File: src/rtl/aibcr3_dcc_dlyctl_gen2.sv
`default_nettype none
//============================================================================
// Module  : aibcr3_dcc_dlyctl_gen2
// Brief   : Multi-channel delay-code slew controller with gray-coded outputs.
//           Optional scan chain over the live codes: AIBCR3_DCC_DLYCTL_SCAN_EN
// Revision: 1.0 - initial release
//============================================================================
module aibcr3_dcc_dlyctl_gen2 #(
  parameter int NCH      = 2,
  parameter int CODE_W   = 11,
  parameter int STEP_DIV = 4
) (
  input  logic                  clk,
  input  logic                  reset,
  input  logic                  dll_lock,
  input  logic [NCH-1:0]        tgt_vld,
  input  logic [NCH*CODE_W-1:0] tgt_code,
  output logic [NCH-1:0]        tgt_rdy,
  output logic [NCH-1:0]        settled,
  output logic [NCH*CODE_W-1:0] gray,
  output logic [NCH-1:0]        sel_clk,
  input  logic                  scan_en,
  input  logic                  scan_in,
  output logic                  scan_out
);

  localparam int              DIV_W    = (STEP_DIV > 1) ? $clog2(STEP_DIV) : 1;
  localparam logic [DIV_W-1:0] DIV_LAST = DIV_W'(STEP_DIV - 1);
  localparam int              CHAIN_W  = NCH * CODE_W;

  typedef enum logic [1:0] {
    ST_IDLE = 2'd0,
    ST_SLEW = 2'd1,
    ST_HOLD = 2'd2
  } state_t;

  logic               scan_act;
  logic [CHAIN_W-1:0] cur_all;
  logic [CHAIN_W-1:0] cur_step_all;
  logic [CHAIN_W-1:0] cur_all_d;

`ifdef AIBCR3_DCC_DLYCTL_SCAN_EN
  // Chain is {cur[NCH-1],...,cur[0]}, shifted towards bit 0.
  assign scan_act  = scan_en;
  assign scan_out  = cur_all[0];
  assign cur_all_d = scan_en ? {scan_in, cur_all[CHAIN_W-1:1]} : cur_step_all;
`else
  logic unused_scan;
  assign unused_scan = scan_en ^ scan_in ^ (^cur_all);
  assign scan_act    = 1'b0;
  assign scan_out    = 1'b0;
  assign cur_all_d   = cur_step_all;
`endif

  for (genvar c = 0; c < NCH; c++) begin : g_ch
    state_t              state_q, state_d;
    logic [CODE_W-1:0]   cur_q, cur_d, cur_step;
    logic [CODE_W-1:0]   tgt_q, tgt_d;
    logic [CODE_W-1:0]   gray_q, gray_d;
    logic [CODE_W-1:0]   code_in;
    logic [DIV_W-1:0]    div_q, div_d;
    logic                sel_q, sel_d;

    assign code_in                       = tgt_code[c*CODE_W +: CODE_W];
    assign cur_all[c*CODE_W +: CODE_W]      = cur_q;
    assign cur_step_all[c*CODE_W +: CODE_W] = cur_step;
    assign cur_d                         = cur_all_d[c*CODE_W +: CODE_W];

    always_comb begin
      state_d  = state_q;
      tgt_d    = tgt_q;
      div_d    = div_q;
      cur_step = cur_q;
      gray_d   = cur_q ^ (cur_q >> 1);
      sel_d    = (state_q == ST_IDLE) ? dll_lock : sel_q;
      case (state_q)
        ST_IDLE: begin
          if (tgt_vld[c]) begin
            tgt_d   = code_in;
            div_d   = '0;
            state_d = (code_in != cur_q) ? ST_SLEW : ST_HOLD;
          end
        end
        ST_SLEW: begin
          // A scan load can land exactly on the target; stepping would then run away.
          if (cur_q == tgt_q) begin
            state_d = ST_HOLD;
            div_d   = '0;
          end else if (div_q == DIV_LAST) begin
            div_d    = '0;
            cur_step = (tgt_q > cur_q) ? cur_q + 1'b1 : cur_q - 1'b1;
            if (cur_step == tgt_q) begin
              state_d = ST_HOLD;
            end
          end else begin
            div_d = div_q + 1'b1;
          end
        end
        ST_HOLD: begin
          if (div_q == DIV_LAST) begin
            div_d   = '0;
            state_d = ST_IDLE;
          end else begin
            div_d = div_q + 1'b1;
          end
        end
        default: begin
          state_d = ST_IDLE;
          div_d   = '0;
        end
      endcase
      if (scan_act) begin
        state_d = state_q;
        tgt_d   = tgt_q;
        div_d   = div_q;
      end
    end

    always_ff @(posedge clk or posedge reset) begin
      if (reset) begin
        state_q <= ST_IDLE;
        cur_q   <= '0;
        tgt_q   <= '0;
        div_q   <= '0;
        gray_q  <= '0;
        sel_q   <= 1'b0;
      end else begin
        state_q <= state_d;
        cur_q   <= cur_d;
        tgt_q   <= tgt_d;
        div_q   <= div_d;
        gray_q  <= gray_d;
        sel_q   <= sel_d;
      end
    end

    assign tgt_rdy[c]                = (state_q == ST_IDLE);
    assign settled[c]                = (state_q == ST_IDLE) && (cur_q == tgt_q);
    assign gray[c*CODE_W +: CODE_W]  = gray_q;
    assign sel_clk[c]                = sel_q;
  end

endmodule
`default_nettype wire

File: config.mk
export PLATFORM = sky130hd
export DESIGN_NAME = aibcr3_dcc_dlyctl_gen2
export DESIGN_NICKNAME = d
export VERILOG_FILES = /design/src/rtl/aibcr3_dcc_dlyctl_gen2.sv
export SDC_FILE = /design/constraint.sdc
export NUM_CORES = 1
export LEC_CHECK = 0
export CAP_MARGIN = 15
export CORE_MARGIN = 1
export CORE_UTILIZATION = 51
export DETAILED_ROUTE_END_ITERATION = 10
export GPL_ROUTABILITY_DRIVEN = 0
export HOLD_SLACK_MARGIN = 0.03
export PLACE_DENSITY = 0.84
export SLEW_MARGIN = 20
export SYNTH_ARGS = -nofsm -noshare
export SYNTH_HDL_FRONTEND = slang
export SYNTH_SLANG_ARGS = --single-unit
File: constraint.sdc
create_clock -name clk -period 4.3 [get_ports clk]
set_input_delay 0.645 -clock clk [delete_from_list [all_inputs] [get_ports clk]]
set_output_delay 0.645 -clock clk [all_outputs]
set_load 0.005 [all_outputs]
==> metrics.txt <==
Clock power frac=10.8%; Die W=101 microns; num rows=35; Hold Path End=g_ch[1].gray_q[10]$_DFF_PP0_; largest net degree at the start of global routing=51; cell taking the most area after synthesis=dfrtp_1; post-synthesis sequential area ratio=38.3%; Layout area overhead=22.5%; GRT Resource Usage Total=24.4%; metal3 WL=382 microns; total wire length=11400 microns; final hold viol count=0; reg2reg path depth=16; layout cell share with drive strength beyond 1=17.5%; Slew HR=43.6%; status=completed; Sw Pwr=2.31 mW; Cells after DPL=667; initial cell density of the core=53.3%; Avg Cell Area, Syn=10.6 sq um; io pins=58; vias per inst=5.53; Iter 0 DRT Violations=112; die height=101 microns; Startpoint Class=register; Antenna Diode Count=0; pwr dens=849 mW/mm^2; internal power=2.86 mW; top routing layer used=met4; wire length on met2=5940 microns; CP peak stage delay=0.49 ns; Final Cycle Share=97.0%; Final setup viols=0; Post-CTS Repair Setup Buffers=0; combinational power share=66.3%; dpl cell area=0.00582 sq mm; Worst VDD drop=0.000437 V; Finished Layout Cells=683; vias=3776; hold crit path type=register to register; post-synth cell types=48; routed len/inst=16.7 microns; DRT met1 WL=4730 microns; most common cell in the synthesized netlist=dfrtp_1; Tmin final=4.17 ns; top cell type's share of synthesized area=38.3%; Worst Tran Pin Value=0.845 ns; Final TNS setup=0 ns; vias in the first global route=4051; Clock Pin Slew Worst Setup and Hold Paths=0.08 ns; FILL cells=723; Worst Path Required=4.58 ns; clock tree sinks=76; CP arrival=4.45 ns; Total Nets Final=630; Power Total=5.17 mW; Flop pwr share=22.8%; Post-DP HPWL=8790 microns; Crit Path Class=register to register; I/O Buffers=54; antenna violations before repair=0; most common library cells after synthesis=dfrtp_1, xor2_1, ha_1; die footprint=0.0101 sq mm; Min-Delay Startpoint=g_ch[1].cur_q[10]$_DFFE_PP0P_; Syn Nets=551; DRT antenna net count=0; TritonCTS clock tree=yes; pre-CTS WS=-0.0266 ns; Critical Path Slowest Stage Cell=dfrtp_1; Final WS setup=0.129 ns; Worst setup EP type=register; origin of the critical flop-to-flop path=g_ch[1].cur_q[0]$_DFFE_PP0P_; Core Footprint=0.00933 sq mm; RR Endpoint=g_ch[1].state_q[0]$_DFFE_PP0P_; First-pass DRT Iterations=4; design area=0.00609 sq mm; max_cap viols=0; clk_lat worst skew=0.36 ns; drt drc=0; critical path cell sequence=ha_1 -> nand3_1 -> nor4_4 -> a21oi_1 -> o21ai_1 -> buf_4 -> inv_1 -> fa_1 -> xnor2_1 -> xnor2_1 -> nand3_1 -> a221oi_1 -> nand4_1 -> or4_4 -> o31ai_4 -> mux2i_1; Synth Instances=470; Async SR Flop Fraction=100%; Net Sw Frac=44.6%; Syn Std Cell Area=0.00497 sq mm; Clock Path Buffers=2; Max Fclk=240 MHz; Max Transition Viols Final=0; first-pass GRT wire length=18900 microns; EDFF count, synth=0; synth top area cells=dfrtp_1, ha_1, xor2_1; Post-synth top flop=dfrtp_1; leak pwr=2.97 nW; Root Driver=clkbuf_8; H-tree depth=3; Num CTS Buffers=9; number of cells on the worst hold path=0; yosys warns=0; clk_skew=0.0170 ns; Core Util, Final=65.3%; Worst Path Max Fanout=12; Seq cells post-synth=76; grt total ovfl=0; WHS=0.468 ns; R2R setup slack=0.13 ns
[flip-flops by register name, indices dropped and copies added, names as in the netlist]
register and cells:
g_ch.gray_q 22, g_ch.cur_q 22, g_ch.div_q 4, g_ch.state_q 4, g_ch.sel_q 2, g_ch.tgt_q 22
[final cells by class]
| class | instances | area, sq um | share of cell area (%) |
|---|---|---|---|
| clock inverters | 6 | 63.8 | 1.05 |
| repair buffers | 82 | 751 | 12.3 |
| clock buffers | 10 | 138 | 2.26 |
| well taps | 129 | 161 | 2.65 |
| flip-flops and latches | 76 | 1900 | 31.3 |
| multi-input cells | 346 | 2940 | 48.3 |
| inverters | 34 | 129 | 2.12 |
[cell families after synthesis]
group,Yosys count,synth area share (%)
AO/OA/AOI/OAI,78,10.5
AND/OR/NAND/NOR,93,9.77
other,1,0.0754
multiplexers,37,8.31
XOR/XNOR,85,15.8
flip-flops,76,38.3
buffers and inverters,48,3.85
adder cells (fa/ha/maj),52,13.4
[per-layer routing]
layer  GRT usage, %  vias up
met1           28.2     1868
met3           4.58       28
met4           9.70        0
met5              0        -
met2           44.5       91
li1               -     1789
[power groups by stage]
| stage | Sequential (mW) | Combinational (mW) | Clock (mW) |
|---|---|---|---|
| finish | 1.18 | 3.43 | 0.560 |
| global route | 1.21 | 3.77 | 0.601 |
| CTS | 1.18 | 3.29 | 0.570 |
| detailed placement | 1.19 | 3.26 | 0 |
| global placement | 1.17 | 3.10 | 0 |
| floorplan | 1.19 | 2.33 | 0 |
[layout by cell type, fill, tap and decap left out, types with 12 or more instances in the layout]
cell type         n
ha_1             50
mux2_2           34
nor2_1           17
a21oi_1          15
nand2_1          21
a21o_1           12
clkdlybuf4s50_1  54
buf_4            28
o21ai_0          19
inv_1            32
xor2_1           55
dfrtp_1          75
xnor2_1          26
[timing repair]
action	4_1_cts	5_1_grt
pin swaps	0	2
hold buffers	0	0
setup endpoints to repair	1	4
gates resized for setup	2	15
[worst max path at each step]
| stage | startpoint | to | slack, ns | cells after the start |
|---|---|---|---|---|
| floorplan | g_ch[0].cur_q[1]$_DFFE_PP0P_ | g_ch[0].state_q[0]$_DFFE_PP0P_ | 0.12 | 17 |
| global placement | g_ch[0].tgt_q[4]$_DFFE_PP0P_ | g_ch[0].state_q[0]$_DFFE_PP0P_ | 0.17 | 15 |
| detailed placement | g_ch[0].cur_q[4]$_DFFE_PP0P_ | g_ch[0].state_q[0]$_DFFE_PP0P_ | -0.03 | 16 |
| CTS | g_ch[0].cur_q[4]$_DFFE_PP0P_ | g_ch[0].state_q[0]$_DFFE_PP0P_ | 0.02 | 17 |
| global route | g_ch[1].cur_q[0]$_DFFE_PP0P_ | g_ch[1].state_q[0]$_DFFE_PP0P_ | -0.05 | 16 |
| finish | g_ch[1].cur_q[0]$_DFFE_PP0P_ | g_ch[1].state_q[0]$_DFFE_PP0P_ | 0.13 | 16 |
[critical path, delay by kind of cell (launching register included)]
| kind | cells | cell delay, ns |
|---|---|---|
| muxes | 1 | 0.20 |
| DFF | 1 | 0.49 |
| AOI/OAI and AO/OA | 4 | 0.68 |
| xor gates and xnor gates | 2 | 0.46 |
| and+or+nand+nor | 5 | 1.19 |
| buffers and inverters | 2 | 0.30 |
| adders and majority gates | 2 | 0.78 |
Note: power is estimated with default switching activity, not from simulation.
